===== src/rtl/parking_pkg.sv =====
// Shared constants for the parking lot counter: active-low seven-segment
// glyphs ({g,f,e,d,c,b,a}) and the capacity ceiling the display can show.
package parking_pkg;

    localparam int MAX_CAPACITY = 99;

    localparam logic [6:0] SEG_BLANK = 7'b1111111;
    localparam logic [6:0] SEG_0     = 7'b1000000;
    localparam logic [6:0] SEG_1     = 7'b1111001;
    localparam logic [6:0] SEG_2     = 7'b0100100;
    localparam logic [6:0] SEG_3     = 7'b0110000;
    localparam logic [6:0] SEG_4     = 7'b0011001;
    localparam logic [6:0] SEG_5     = 7'b0010010;
    localparam logic [6:0] SEG_6     = 7'b0000010;
    localparam logic [6:0] SEG_7     = 7'b1111000;
    localparam logic [6:0] SEG_8     = 7'b0000000;
    localparam logic [6:0] SEG_9     = 7'b0010000;
    localparam logic [6:0] SEG_C     = 7'b1000110;
    localparam logic [6:0] SEG_L     = 7'b1000111;
    localparam logic [6:0] SEG_E     = 7'b0000110;
    localparam logic [6:0] SEG_A     = 7'b0001000;
    localparam logic [6:0] SEG_r     = 7'b0101111;
    localparam logic [6:0] SEG_F     = 7'b0001110;
    localparam logic [6:0] SEG_U     = 7'b1000001;

endpackage


===== src/rtl/seg7_decode.sv =====
// Decimal digit to active-low seven-segment pattern; codes 10..15 go blank.
module seg7_decode
    import parking_pkg::*;
(
    input  logic [3:0] digit_i,
    output logic [6:0] seg_o
);

    always_comb begin
        seg_o = SEG_BLANK;
        case (digit_i)
            4'd0:    seg_o = SEG_0;
            4'd1:    seg_o = SEG_1;
            4'd2:    seg_o = SEG_2;
            4'd3:    seg_o = SEG_3;
            4'd4:    seg_o = SEG_4;
            4'd5:    seg_o = SEG_5;
            4'd6:    seg_o = SEG_6;
            4'd7:    seg_o = SEG_7;
            4'd8:    seg_o = SEG_8;
            4'd9:    seg_o = SEG_9;
            default: seg_o = SEG_BLANK;
        endcase
    end

endmodule


===== src/rtl/parking_occupancy_counter.sv =====
// Saturating occupancy counter fed by entrance/exit pulses, with sticky
// bound-violation flags and a registered six-digit seven-segment display.
module parking_occupancy_counter
    import parking_pkg::*;
#(
    parameter int CAPACITY = 25,
    parameter int CNT_W    = $clog2(CAPACITY + 1)
) (
    input  logic             CLOCK_50,
    input  logic             reset,
    input  logic             incr,
    input  logic             decr,
    output logic [CNT_W-1:0] count,
    output logic             full,
    output logic             empty,
    output logic             overflow,
    output logic             underflow,
    output logic [6:0]       HEX0,
    output logic [6:0]       HEX1,
    output logic [6:0]       HEX2,
    output logic [6:0]       HEX3,
    output logic [6:0]       HEX4,
    output logic [6:0]       HEX5
);

    localparam logic [CNT_W-1:0] CAP = CNT_W'(CAPACITY);
    localparam logic [5:0][6:0] DISP_EMPTY = {SEG_C, SEG_L, SEG_E, SEG_A, SEG_r, SEG_0};

    logic             incr_q, decr_q;
    logic [CNT_W-1:0] count_q, count_d;
    logic             ovf_q, ovf_d, unf_q, unf_d;
    logic [5:0][6:0]  hex_q, hex_d;
    logic             inc_ev, dec_ev;
    logic [6:0]       cnt7;
    logic [3:0]       tens, ones;
    logic [6:0]       tens_seg, ones_seg;

    assign inc_ev = incr & ~incr_q;
    assign dec_ev = decr & ~decr_q;
    assign full   = (count_q == CAP);
    assign empty  = (count_q == '0);

    // Simultaneous entry and exit cancel: no movement and no flag.
    always_comb begin
        count_d = count_q;
        ovf_d   = ovf_q;
        unf_d   = unf_q;
        if (inc_ev && !dec_ev) begin
            if (count_q != CAP) count_d = count_q + 1'b1;
            else                ovf_d   = 1'b1;
        end else if (dec_ev && !inc_ev) begin
            if (count_q != '0)  count_d = count_q - 1'b1;
            else                unf_d   = 1'b1;
        end
    end

    assign cnt7 = 7'(count_q);
    assign tens = 4'(cnt7 / 7'd10);
    assign ones = 4'(cnt7 % 7'd10);

    seg7_decode u_tens (.digit_i(tens), .seg_o(tens_seg));
    seg7_decode u_ones (.digit_i(ones), .seg_o(ones_seg));

    always_comb begin
        hex_d = DISP_EMPTY;
        if (empty)
            hex_d = DISP_EMPTY;
        else if (full)
            hex_d = {SEG_F, SEG_U, SEG_L, SEG_L, tens_seg, ones_seg};
        else
            hex_d = {SEG_BLANK, SEG_BLANK, SEG_BLANK, SEG_BLANK,
                     (tens == 4'd0) ? SEG_BLANK : tens_seg, ones_seg};
    end

    always_ff @(posedge CLOCK_50) begin
        if (reset) begin
            incr_q  <= 1'b0;
            decr_q  <= 1'b0;
            count_q <= '0;
            ovf_q   <= 1'b0;
            unf_q   <= 1'b0;
            hex_q   <= DISP_EMPTY;
        end else begin
            incr_q  <= incr;
            decr_q  <= decr;
            count_q <= count_d;
            ovf_q   <= ovf_d;
            unf_q   <= unf_d;
            hex_q   <= hex_d;
        end
    end

    assign count     = count_q;
    assign overflow  = ovf_q;
    assign underflow = unf_q;
    assign HEX0      = hex_q[0];
    assign HEX1      = hex_q[1];
    assign HEX2      = hex_q[2];
    assign HEX3      = hex_q[3];
    assign HEX4      = hex_q[4];
    assign HEX5      = hex_q[5];

endmodule


===== config.mk =====
export PLATFORM = sky130hd
export DESIGN_NAME = parking_occupancy_counter
export DESIGN_NICKNAME = d
export VERILOG_FILES = /design/src/rtl/parking_pkg.sv /design/src/rtl/seg7_decode.sv /design/src/rtl/parking_occupancy_counter.sv
export SDC_FILE = /design/constraint.sdc
export NUM_CORES = 1
export LEC_CHECK = 0
export ABC_AREA = 1
export CORE_ASPECT_RATIO = 2
export CORE_MARGIN = 2
export CORE_UTILIZATION = 30
export DETAILED_ROUTE_END_ITERATION = 10
export SETUP_SLACK_MARGIN = 0.2
export SLEW_MARGIN = 20
export SYNTH_ARGS = -nofsm -noshare
export SYNTH_HDL_FRONTEND = slang
export SYNTH_SLANG_ARGS = --single-unit

===== constraint.sdc =====
create_clock -name CLOCK_50 -period 3.9 [get_ports CLOCK_50]
set_input_delay 0.78 -clock CLOCK_50 [delete_from_list [all_inputs] [get_ports CLOCK_50]]
set_output_delay 0.78 -clock CLOCK_50 [all_outputs]
set_load 0.02 [all_outputs]

# ---- Word-level counts from Yosys, hierarchy flattened
# Memories as Yosys holds them, arrays and structs flattened.
# Index checks and enable logic that the tools add are counted.
# W data, S select, Z words.
dict set report op_classes {
  addsub 2
  n_div 2
  eq_ne 3
  muxes 6
  bitwise_logic 7
  n_reduce_logical 13
}
# cell count
set ops {}
lappend ops {{$mux W42} 1}
lappend ops {{$mux W5} 4}
lappend ops {{$div A5 B4 Y7 const B} 1}
lappend ops {{$mod A5 B4 Y7 const B} 1}
lappend ops {{$mux W7} 1}
lappend ops {{$reduce_and A3 Y1} 2}
lappend ops {{$add A5 B1 Y5 const B} 1}
lappend ops {{$eq A5 B5 Y1 const B} 1}
lappend ops {{$logic_not A5 Y1} 1}
lappend ops {{$ne A5 B5 Y1 const B} 1}
lappend ops {{$not A1 Y1} 5}
lappend ops {{$reduce_bool A5 Y1} 1}
lappend ops {{$sub A5 B1 Y5 const B} 1}
lappend ops {{$logic_not A4 Y1} 1}
lappend ops {{$reduce_bool A2 Y1} 2}
lappend ops {{$and A1 B1 Y1} 2}
lappend ops {{$logic_and A1 B1 Y1} 2}
lappend ops {{$logic_not A1 Y1} 2}
lappend ops {{$ne A2 B1 Y1 const B} 1}
lappend ops {{$reduce_and A2 Y1} 1}
lappend ops {{$reduce_or A2 Y1} 1}
dict set report totals {
  regBits 51
  rom_bits 224
  inputBits 4
  mem_count 2
}
# name words word_bits read_ports rd_ports_with_merged_regs wr line_no
set mem_list {}
lappend mem_list {{(name not given)} 16 7 1 0 0 seg7_decode.sv:11} ;# case (digit_i)
lappend mem_list {{(name not given)} 16 7 1 0 0 seg7_decode.sv:11}

# ---- Longest topological paths before layout
dict set report logic_depth {
  depth_word 6
  depth_mapped 20
}

# ---- Cells and area by module
# Synthesis repeated with hierarchy kept, for this count alone.
dict set report hier_totals {
  cells_unflattened 239
  hier_area_um2 1809.2
}
# module n_inst cells_per_inst area_per_inst_um2
set modules_own_cells {}
lappend modules_own_cells {parking_occupancy_counter 1 169 1433.9}
lappend modules_own_cells {seg7_decode 2 35 187.7}

# ---- Worst setup path before layout
# OpenSTA, ideal clock, no wires.
dict set report synth_timing {
  kind {reg-to-reg}
  from {register count_q[2], in the netlist count[2]}
  to {register hex_q, in the netlist HEX0[3]}
  setup_time_ps 123
  t_arrival_ps 2651
  t_required_ps 3777
  setup_slack_ps 1126
  path_stages_with_launch 20
  n_path_buf 0
  period_less_slack_ps 2774
  cell_sequence {dfxtp_1 inv_1 ha_1 inv_1 ha_1 inv_1 nand2_4 nand2_2 nand2_2 ha_1 inv_1 a21oi_4 nand3_1 nand2_2 inv_1 ha_1 inv_1 nand3_1 nand3_1 a21oi_1}
}
dict set report synth_between {
  elab_chain_len 3
}
# element line_no
set synth_lines {}
lappend synth_lines {{from (decl)} parking_occupancy_counter.sv:30} ;# logic [CNT_W-1:0] count_q, count_d;
lappend synth_lines {{from (signal assigned)} parking_occupancy_counter.sv:86} ;# count_q <= count_d;
lappend synth_lines {{$mod A5 B4 Y7} parking_occupancy_counter.sv:59} ;# assign ones = 4'(cnt7 % 7'd10);
lappend synth_lines {{$mem_v2 Z16 W7} n/a}
lappend synth_lines {{$mux W42} parking_occupancy_counter.sv:68} ;# else if (full)
lappend synth_lines {{to (signal assigned)} parking_occupancy_counter.sv:82} ;# hex_q <= DISP_EMPTY;
lappend synth_lines {{to (signal assigned)} parking_occupancy_counter.sv:89} ;# hex_q <= hex_d;
lappend synth_lines {{to (decl)} parking_occupancy_counter.sv:32} ;# logic [5:0][6:0] hex_q, hex_d;
# Parallel ways exist; a longest one is shown, timed or not.
# A chain may end at the register's enable or synchronous reset.

# ---- Worst setup path after layout
# Ends and elaborated chain as after synthesis.

==> metrics.txt <==
crit-path max FO 7; Fmax achieved 333 MHz; Synth Warn # 0; clock share of power 0.091; crit path time final 3.00 ns; crit path kind reg -> reg; First-pass DRT Iterations 2; Final TNS setup 0 ns; DR DRC count 0; hold buffer count at CTS 0; GRT Overall Usage 0.109; Longest Clk Path Bufs 2; CP required 4.05 ns; die area 5890 sq um; Iter 0 DRT Violations 11; sw frac 0.490; Worst-path clk slew 0.09 ns; first-pass GRT wire length approximately 5300 um; Clk Latency, worst-skew pair approximately 0.27 ns; H-tree depth 1; GP Congestion 0.851; register area share after synthesis 0.317; ANT cells 0; pre-CTS setup slack 0.878 ns; leakage 0.928 nW; Mapped Avg Cell Area between 8 and 9 sq um; internal power between 0.8 and 0.9 mW; antenna violations before repair 0; DRT Wirelength between 3000 and 4000 um; Cell Area, Synth roughly 1600 sq um; DR WL/cell 10.7 um; CTS tree built; slowest cell delay on critical path 0.49 ns; Power Dens Cells 833 nW/um^2; number of max-cap violations 0; Final Skew 0.00870 ns; core area approximately 5000 sq um; FFs w/ async S/R, synth 0; Worst path top cell family by delay simple AND/OR/NAND/NOR gates; root buf cell clkbuf_8; Synth cell types 24; status completed; number of global-route vias before repair 1224; WHS around 0.47 ns; largest net degree at the start of global routing 15; Final period util 0.770; Net Switching 0.817 mW; cts repair resizes 0; final setup fails 0; CTS Sinks 25; routed via count 1239; Port Buffers 48; post-route antenna net violation count 0; CP arrival 3.15 ns; Post-synth EDFFs 0; Syn Inst Count a little under 200; Vert. Die Dim 107 um; Final Hold Viols 0; initial core utilization 0.310; max-slew violations 0; Die X 55.3 um; Top FF cell, synth dfxtp_1; share of cells above drive strength 1 0.0969; Logic pwr share 0.679; Via density 4.35; final layout net count 249; post-detail-place hpwl between 2000 and 3000 um; Seq cells post-synth 25; Setup Fix Bufs, Post-CTS 0; fin worst setup slack 0.896 ns; Cell Chain, Critical Path inv_1 > ha_1 > inv_1 > ha_1 > inv_1 > nand2_4 > nand2_2 > nand2_2 > ha_1 > inv_1 > a21oi_4 > nand2_4 > nand2_1 > nand2_2 > inv_1 > ha_1 > inv_1 > nand3_1 > nand3_1 > a21oi_1; Peak VDD IR roughly 0.42 mV; relative slew slack 0.662; Seq pwr share 0.230; Rows 37; Hold WC Path Type reg -> reg; worst-margin pin slew 0.505 ns; most used cell, CP inv_1; Area Overhead vs Synth 27.1%; slowest CP cell dfxtp_1; RSZ-0062 raised after global routing false; IO Pins 55; Congestion Overflow GR 0; total CTS buffers 3; Crit path buffers/inverters 6; Critical Path End Type register; Setup crit start kind register
[metal layers]
layer	global-route usage	up-vias	part of all wire	wire length (um)
li1	-	650	-	-
met1	0.0971	537	0.34	1030
met2	0.225	46	0.58	1780
met3	0.0170	6	0.055	169
met4	0.0505	0	0.023	71
met5	0	-	0	0
[flip-flops by register name, summed over array words and instances, names as in the netlist]
signal / count
HEX0: 7
HEX1: 6
count: 5
HEX2: 3
decr_q: 1
incr_q: 1
overflow: 1
underflow: 1
[cells by family (layout without fill, tap and decap cells)]
logic type                 Yosys count  count (layout)  synth area share
AOI/OAI and AO/OA                   28              28             0.101
adders and majority gates           17              17             0.140
and+or+nand+nor                     66              66             0.233
other                                1               7           0.00238
buffers and inverters               56              82             0.195
xor gates and xnor gates             2               2            0.0111
DFF                                 25              25             0.317
[cells in the mapped netlist (all sizes together), types with 2 or more instances]
library cell,number,area [sq um]
a21oi,16,91.3
a31oi,2,12.5
buf,26,195
dfxtp,25,500
ha,16,200
inv,30,113
nand2,28,178
nand3,21,115
nor2,15,58.8
o21ai,8,40.0
[power by group through the flow]
stage | Sequential (mW) | Combinational (mW) | Clock (mW)
floorplan | 0.462 | 0.768 | 0
global placement | 0.393 | 1.13 | 0
detailed placement | 0.394 | 1.13 | 0
CTS | 0.387 | 1.14 | 0.157
global route | 0.400 | 1.26 | 0.166
finish | 0.384 | 1.13 | 0.151
[stage by stage]
step	cells	instance area, sq um	power, mW	util
6_report	285	2000	1.67	0.393
5_1_grt	285	2000	1.82	0.393
4_1_cts	285	2000	1.69	0.393
3_5_place_dp	281	1960	1.53	0.384
3_3_place_gp	281	1960	1.52	0.384
2_1_floorplan	201	1600	1.23	-
[cell usage in the layout, fill, tap and decap left out]
cell type        netlist  routed
clkinv_2               0       1
a21oi_4                1       1
inv_1                 30      30
fa_1                   1       1
nand2_2                5       5
a31oi_1                2       2
nand2_1               15      15
o21ai_1                1       1
nor3_2                 1       1
a211oi_1               1       1
ha_1                  16      16
xor2_1                 1       1
clkbuf_8               0       3
nand2_4                8       8
nand3_2                2       2
nand4_1                1       1
nand3_1               19      19
o21ai_0                7       7
o21a_1                 1       1
xnor2_1                1       1
clkdlybuf4s50_1        0      48
conb_1                 1       7
a21oi_1               15      15
dfxtp_1               25      25
nor2_1                14      14
nor2_2                 1       1
[worst min-delay path: stages (launching register included)]
cell and delay, ns:
dfxtp_1 0.33, inv_1 0.05, a21oi_1 0.05
[final cells by class]
cell class,instances,area (sq um)
inverter,30,113
clock buffer,3,41.3
timing repair buffer,48,480
sequential,25,500
fill,542,3090
multi-input combinational,120,791
clock inverter,1,5.00
tap,58,72.6
[path summary, 6_finish.rpt]
| check | depth (start not counted) | start | end | slack [ns] |
|---|---|---|---|---|
| max | 20 | count[2] | HEX0[3] | 0.90 |
| min | 2 | underflow | underflow | 0.47 |
| max reg2reg | 20 | count[2] | HEX0[3] | 0.90 |
| min reg2reg | 2 | underflow | underflow | 0.47 |
No activity file was read; power rests on OpenSTA's default activity.
